<file path="config.mk">
export PLATFORM = sky130hd
export DESIGN_NAME = regfile_port_arbiter
export DESIGN_NICKNAME = d
export VERILOG_FILES = /design/src/rtl/regfile_arb_pkg.sv /design/src/rtl/regfile_port_arbiter_rr_pick2.sv /design/src/rtl/regfile_port_arbiter.sv
export SDC_FILE = /design/constraint.sdc
export NUM_CORES = 1
export LEC_CHECK = 0
export BUFFER_PORTS_ARGS = -buffer_cell sky130_fd_sc_hd__clkbuf_2
export CAP_MARGIN = 20
export CORE_ASPECT_RATIO = 0.8
export CORE_MARGIN = 10
export CORE_UTILIZATION = 30
export DETAILED_ROUTE_END_ITERATION = 7
export GPL_ROUTABILITY_DRIVEN = 1
export PLACE_DENSITY = 0.59
export SETUP_SLACK_MARGIN = 0.15
export SLEW_MARGIN = 20
export SYNTH_ARGS = -nofsm -noshare
export SYNTH_HDL_FRONTEND = slang
export SYNTH_SLANG_ARGS = --single-unit
</file>
<file path="constraint.sdc">
create_clock -name In_Clock_50MHz -period 3.4 [get_ports In_Clock_50MHz]
set_input_delay 0.34 -clock In_Clock_50MHz [delete_from_list [all_inputs] [get_ports In_Clock_50MHz]]
set_output_delay 0.34 -clock In_Clock_50MHz [all_outputs]
set_load 0.03 [all_outputs]
</file>
<file path="src/rtl/regfile_arb_pkg.sv">
// Shared definitions for the register-file port arbiter.
//   state_t   : arbiter FSM encoding (IDLE / ACCESS / RESP)
//   REQ_A/B   : requester IDs, also used as the round-robin pointer value
//   other_req : returns the opposite requester ID
package regfile_arb_pkg;

  typedef enum logic [1:0] {
    S_IDLE   = 2'd0,
    S_ACCESS = 2'd1,
    S_RESP   = 2'd2
  } state_t;

  localparam logic REQ_A = 1'b0;
  localparam logic REQ_B = 1'b1;

  function automatic logic other_req(input logic id);
    return (id == REQ_A) ? REQ_B : REQ_A;
  endfunction

endpackage

</file>
<file path="src/rtl/regfile_port_arbiter_rr_pick2.sv">
// Combinational 2-way round-robin picker.
//   i_req_a, i_req_b : request lines
//   i_ptr            : requester favoured when both request
//   o_valid          : at least one request present
//   o_id             : winning requester ID (REQ_A / REQ_B)
module rr_pick2
  import regfile_arb_pkg::*;
(
  input  logic i_req_a,
  input  logic i_req_b,
  input  logic i_ptr,
  output logic o_valid,
  output logic o_id
);

  // Pick the lone requester, or the favoured one on contention.
  always_comb begin
    o_valid = i_req_a | i_req_b;
    o_id    = REQ_A;
    if (i_req_a && i_req_b) begin
      o_id = i_ptr;
    end else if (i_req_b) begin
      o_id = REQ_B;
    end else begin
      o_id = REQ_A;
    end
  end

endmodule

</file>
<file path="src/rtl/regfile_port_arbiter.sv">
// Shares the single port of a register file between requesters A and B.
// Each granted request is one register-file access: IDLE -> ACCESS -> RESP.
//   In_Clock_50MHz, In_Reset_n         : clock, synchronous active-low reset
//   In_Req*/In_Write*/In_Address*/In_WriteData* : requester A/B command
//   Out_DoneA/Out_DoneB                : one-cycle completion pulses
//   Out_ReadData                       : read result, valid with Done of a read
//   Out_Busy                           : high while not IDLE
//   Out_RF_*, In_RF_ReadData           : register-file pins
module regfile_port_arbiter
  import regfile_arb_pkg::*;
#(
  parameter int P_RegWidth = 3,
  parameter int P_BitWidth = 32
) (
  input  logic                  In_Clock_50MHz,
  input  logic                  In_Reset_n,
  input  logic                  In_ReqA,
  input  logic                  In_WriteA,
  input  logic [P_RegWidth-1:0] In_AddressA,
  input  logic [P_BitWidth-1:0] In_WriteDataA,
  input  logic                  In_ReqB,
  input  logic                  In_WriteB,
  input  logic [P_RegWidth-1:0] In_AddressB,
  input  logic [P_BitWidth-1:0] In_WriteDataB,
  output logic                  Out_DoneA,
  output logic                  Out_DoneB,
  output logic [P_BitWidth-1:0] Out_ReadData,
  output logic                  Out_Busy,
  output logic [P_RegWidth-1:0] Out_RF_Address,
  output logic [P_BitWidth-1:0] Out_RF_WriteData,
  output logic                  Out_RF_Write,
  output logic                  Out_RF_Read,
  input  logic [P_BitWidth-1:0] In_RF_ReadData
);

  state_t                r_state;
  logic                  r_ptr;
  logic                  r_id;
  logic                  r_wr;
  logic [P_RegWidth-1:0] r_addr;
  logic [P_BitWidth-1:0] r_wdata;
  logic                  r_done_a;
  logic                  r_done_b;
  logic [P_BitWidth-1:0] r_read_data;

  logic                  w_grant_valid;
  logic                  w_grant_id;
  logic                  w_access;
  logic                  w_sel_wr;
  logic [P_RegWidth-1:0] w_sel_addr;
  logic [P_BitWidth-1:0] w_sel_wdata;

  rr_pick2 u_pick (
    .i_req_a (In_ReqA),
    .i_req_b (In_ReqB),
    .i_ptr   (r_ptr),
    .o_valid (w_grant_valid),
    .o_id    (w_grant_id)
  );

  // Command fields of whichever requester the picker chose.
  assign w_sel_wr    = (w_grant_id == REQ_B) ? In_WriteB     : In_WriteA;
  assign w_sel_addr  = (w_grant_id == REQ_B) ? In_AddressB   : In_AddressA;
  assign w_sel_wdata = (w_grant_id == REQ_B) ? In_WriteDataB : In_WriteDataA;

  // Arbiter FSM with latched command, pointer and registered responses.
  always_ff @(posedge In_Clock_50MHz) begin
    if (!In_Reset_n) begin
      r_state     <= S_IDLE;
      r_ptr       <= REQ_A;
      r_id        <= REQ_A;
      r_wr        <= 1'b0;
      r_addr      <= {P_RegWidth{1'b0}};
      r_wdata     <= {P_BitWidth{1'b0}};
      r_done_a    <= 1'b0;
      r_done_b    <= 1'b0;
      r_read_data <= {P_BitWidth{1'b0}};
    end else begin
      r_done_a <= 1'b0;
      r_done_b <= 1'b0;
      case (r_state)
        S_IDLE: begin
          if (w_grant_valid) begin
            r_id    <= w_grant_id;
            r_wr    <= w_sel_wr;
            r_addr  <= w_sel_addr;
            r_wdata <= w_sel_wdata;
            r_state <= S_ACCESS;
          end else begin
            r_state <= S_IDLE;
          end
        end
        S_ACCESS: begin
          // Writes leave the previous read result visible.
          if (!r_wr) begin
            r_read_data <= In_RF_ReadData;
          end else begin
            r_read_data <= r_read_data;
          end
          // Setting Done here makes it high exactly during RESP.
          r_done_a <= (r_id == REQ_A);
          r_done_b <= (r_id == REQ_B);
          r_state  <= S_RESP;
        end
        S_RESP: begin
          r_ptr   <= other_req(r_id);
          r_state <= S_IDLE;
        end
        default: begin
          r_state <= S_IDLE;
        end
      endcase
    end
  end

  assign w_access = (r_state == S_ACCESS);

  // Strobes are gated with reset so an access coinciding with reset never lands.
  assign Out_RF_Address   = w_access ? r_addr  : {P_RegWidth{1'b0}};
  assign Out_RF_WriteData = w_access ? r_wdata : {P_BitWidth{1'b0}};
  assign Out_RF_Write     = w_access & r_wr  & In_Reset_n;
  assign Out_RF_Read      = w_access & ~r_wr & In_Reset_n;

  assign Out_DoneA    = r_done_a;
  assign Out_DoneB    = r_done_b;
  assign Out_ReadData = r_read_data;
  assign Out_Busy     = (r_state != S_IDLE);

endmodule

</file>
==> impl_metrics.prom <==
# TYPE chip_impl_metric gauge
chip_impl_metric{name="diodes",unit=""} 0
chip_impl_info{name="setup.worst_path.start_class",value="register"} 1
chip_impl_metric{name="postCtsSetupRepairBufs",unit=""} 0
chip_impl_metric{name="grt.total_usage",unit="%"} 13.7
chip_impl_metric{name="ant_nets",unit=""} 0
chip_impl_metric{name="clock_sink_count",unit=""} 74
chip_impl_info{name="tritoncts_clock_tree",value="yes"} 1
chip_impl_metric{name="internal_power",unit="mW"} 1.74
chip_impl_metric{name="power_density",unit="nW/um^2"} 509
chip_impl_metric{name="maximum_achievable_frequency",unit="MHz"} 445
chip_impl_metric{name="via_count",unit=""} 3621
chip_impl_metric{name="power.switching_fraction",unit="%"} 29.3
chip_impl_info{name="rsz0062_at_grt",value="no"} 1
chip_impl_metric{name="dieArea",unit="sq um"} 17200
chip_impl_metric{name="clk_pin_slew_worst_paths",unit="ns"} 0.06
chip_impl_metric{name="number_of_cts_inserted_buffers",unit=""} 9
chip_impl_metric{name="seq_power_share",unit="%"} 40.0
chip_impl_metric{name="drtIter0Drc",unit=""} 169
chip_impl_metric{name="hold_viol_final",unit=""} 0
chip_impl_metric{name="avgSynthCellArea",unit="sq um"} 8.89
chip_impl_metric{name="final_period_minus_worst_setup_slack",unit="ns"} 2.25
chip_impl_metric{name="worstPathMaxFanout",unit=""} 34
chip_impl_metric{name="hold_buffers",unit=""} 0
chip_impl_info{name="slowest_stage",value="dfxtp_1"} 1
chip_impl_metric{name="io_buffer_count",unit=""} 179
chip_impl_info{name="cts_root_buf",value="clkbuf_16"} 1
chip_impl_metric{name="drt_pre_antenna_iters",unit=""} 4
chip_impl_metric{name="grt_overflow_total",unit=""} 0
chip_impl_metric{name="remaining_drc_errors",unit=""} 0
chip_impl_metric{name="cts.htree.levels",unit=""} 3
chip_impl_metric{name="first_global_vias",unit=""} 3832
chip_impl_metric{name="floorplan.io_pins",unit=""} 180
chip_impl_metric{name="cts-root-to-sink-buffers",unit=""} 2
chip_impl_metric{name="worst-slew-pin-transition",unit="ns"} 1.10
chip_impl_metric{name="drt_wl_total",unit="mm"} 12.3
chip_impl_metric{name="grt_first_pass_wirelength",unit="mm"} 19.1
chip_impl_metric{name="report.final.setup_viol",unit=""} 0
chip_impl_metric{name="layout_worst_path_cycle_share",unit="%"} 66.1
chip_impl_metric{name="gp_routability_congestion",unit=""} 0.746
chip_impl_metric{name="initial_util",unit="%"} 30.5
chip_impl_metric{name="setup-tns-final",unit="ns"} 0
chip_impl_metric{name="synthesis.area",unit="sq um"} 3700
chip_impl_metric{name="cp.arrival",unit="ns"} 1.91
chip_impl_metric{name="dp_hpwl",unit="mm"} 8.81
chip_impl_metric{name="max-cap-violations",unit=""} 0
chip_impl_metric{name="post_drt_wl_per_cell",unit="um"} 17.0
chip_impl_info{name="cell_by_cell_listing_of_the_critical_path",value="nor2b_2 > buf_4 > nand2_1 > nor2_1 > clkbuf_2"} 1
chip_impl_metric{name="die_w",unit="um"} 144
chip_impl_metric{name="p_switching",unit="mW"} 0.721
chip_impl_metric{name="antenna_found_initial",unit=""} 0
chip_impl_metric{name="max_stage_delay",unit="ns"} 0.43
chip_impl_metric{name="number_of_distinct_library_cells_after_synthesis",unit=""} 32
chip_impl_metric{name="net_count_after_synthesis",unit=""} 524
chip_impl_info{name="crit_path_end_kind",value="output pin"} 1
chip_impl_metric{name="area_of_the_core",unit="sq um"} 12100
chip_impl_info{name="status",value="complete, no violations"} 1
chip_impl_metric{name="post_cts.resized_instances",unit=""} 0
chip_impl_metric{name="syn_to_final_growth",unit="%"} 30.8
chip_impl_info{name="worstSetupPathType",value="reg -> out"} 1
chip_impl_metric{name="grt_start_max_net_pins",unit=""} 74
chip_impl_metric{name="worst_hold_slack",unit="ns"} 0.226
chip_impl_metric{name="slew_violations",unit=""} 0
chip_impl_info{name="hold_path_class",value="in -> reg"} 1
chip_impl_metric{name="synthesis.instances",unit=""} 416
chip_impl_metric{name="layout-drive-gt1-share",unit="%"} 37.4
chip_impl_metric{name="rows",unit=""} 36
chip_impl_metric{name="yosysWarningCount",unit=""} 0
chip_impl_metric{name="final_core_utilization",unit="%"} 39.9
chip_impl_metric{name="worstPathRequired",unit="ns"} 3.06
chip_impl_metric{name="fp.dieH",unit="um"} 119
chip_impl_metric{name="fin_skew",unit="ns"} 0.00720
chip_impl_metric{name="clk-insertion-delay-late",unit="ns"} 0.33
chip_impl_metric{name="p_leak",unit="nW"} 2.40
chip_impl_metric{name="combinationalPowerShare",unit="%"} 21.0
chip_impl_metric{name="synth_seq_cells",unit=""} 74
chip_impl_metric{name="clock_power_share",unit="%"} 39.0
chip_impl_metric{name="viasPerCell",unit=""} 4.98
chip_impl_metric{name="vdd.ir_drop.worst",unit="mV"} 0.221
chip_impl_metric{name="synth_seq_area_share",unit="%"} 40.0
chip_impl_metric{name="maxSlewHeadroom",unit="%"} 26.7
chip_impl_metric{name="fin_nets",unit=""} 678
-- area by class of cell --
cell class | count | area [sq um]
timing repair buffer | 187 | 960
inverter | 4 | 15.0
tap | 152 | 190
sequential | 74 | 1480
clock buffer | 11 | 243
fill | 1273 | 7280
clock inverter | 5 | 63.8
multi-input combinational | 294 | 1890
-- final timing paths --
kind	depth (start not counted)	endpoint	startpoint	slack [ns]
hold reg to reg	2	Out_ReadData[13]$_SDFFE_PN0P_	Out_ReadData[13]$_SDFFE_PN0P_	0.45
setup / recovery	5	Out_RF_Read	r_state[0]$_SDFF_PN0_	1.15
hold / removal	3	Out_ReadData[7]$_SDFFE_PN0P_	In_RF_ReadData[7]	0.23
setup reg to reg	3	r_wdata[5]$_SDFFE_PN0P_	r_ptr$_SDFFE_PN0N_	1.43
-- per-stage QoR --
step | std cells | power [mW] | instance area [sq um] | setup slack, ns
final | 727 | 2.46 | 4840 | 1.15
after global routing | 727 | 2.59 | 4840 | 0.976
after global placement | 710 | 1.51 | 4520 | 1.45
after CTS | 727 | 2.51 | 4840 | 1.09
after detailed placement | 711 | 1.53 | 4530 | 1.41
after floorplan | 416 | 1.38 | 3700 | 1.76
-- per-layer routing --
layer	track usage [%]	share of wire [%]	up-vias	wire, um
li1	-	-	1785	-
met1	15.5	43	1694	5280
met2	22.9	47	129	5750
met3	6.39	9.5	13	1180
met4	3.66	0.91	0	112
met5	0	0	-	0
-- state kept, by name (all words and copies together) (netlist names) --
register and flops:
Out_ReadData 32, r_wdata 32, r_addr 3, r_state 2, Out_DoneA 1, Out_DoneB 1
r_id 1, r_ptr 1, r_wr 1
-- critical path, delay by kind of cell (launching register included) --
| family | cells | cell delay, ns |
|---|---|---|
| buffers and inverters | 2 | 0.58 |
| flip-flops | 1 | 0.43 |
| AND/OR/NAND/NOR | 3 | 0.55 |
-- cells by family (layout without fill, tap and decap cells) --
| logic type | count (synthesis) | in the layout | share of synthesized area, % |
|---|---|---|---|
| and+or+nand+nor | 149 | 149 | 21.5 |
| buffers and inverters | 48 | 207 | 9.03 |
| AOI/OAI and AO/OA | 145 | 145 | 29.5 |
| DFF | 74 | 74 | 40.0 |
-- power by group through the flow --
stage / Clock, mW / Combinational (mW) / Sequential (mW)
global placement: 0 / 0.513 / 0.998
global route: 1.03 / 0.567 / 0.993
detailed placement: 0 / 0.525 / 1.00
CTS: 1.00 / 0.526 / 0.984
floorplan: 0 / 0.340 / 1.04
finish: 0.961 / 0.518 / 0.984
-- layout by cell type (no fill, tap or decap), drive strengths merged --
| master | n |
|---|---|
| inv | 3 |
| and3 | 38 |
| and2 | 35 |
| nand2 | 65 |
| clkinvlp | 1 |
| a21boi | 36 |
| nor3b | 1 |
| or3b | 1 |
| nor2 | 5 |
| dfxtp | 74 |
| bufinv | 1 |
| o21bai | 36 |
| buf | 8 |
| nor2b | 1 |
| or3 | 1 |
| a21oi | 34 |
| nand3 | 1 |
| clkbuf | 190 |
| o21ai | 3 |
| o311a | 36 |
| clkinv | 4 |
| nand2b | 1 |
-- synthesized netlist by cell type (all sizes together) --
cell | number | area share, %
a21oi | 34 | 4.6
or3b | 1 | 0.24
nand2b | 1 | 0.17
clkinv | 1 | 0.10
or3 | 1 | 0.20
and3 | 38 | 6.4
nor2 | 5 | 0.78
o311a | 36 | 9.7
nor3b | 1 | 0.51
nand3 | 1 | 0.14
dlygate4sd1 | 1 | 0.24
dlymetal6s2s | 1 | 0.34
o21ai | 3 | 0.51
buf | 26 | 6.3
and2 | 35 | 5.9
clkbuf | 16 | 1.8
dfxtp | 74 | 40
nor2b | 1 | 0.24
nand2 | 65 | 6.9
a21boi | 36 | 7.3
o21bai | 36 | 7.3
inv | 3 | 0.30
(Power assumes the default switching activity.)
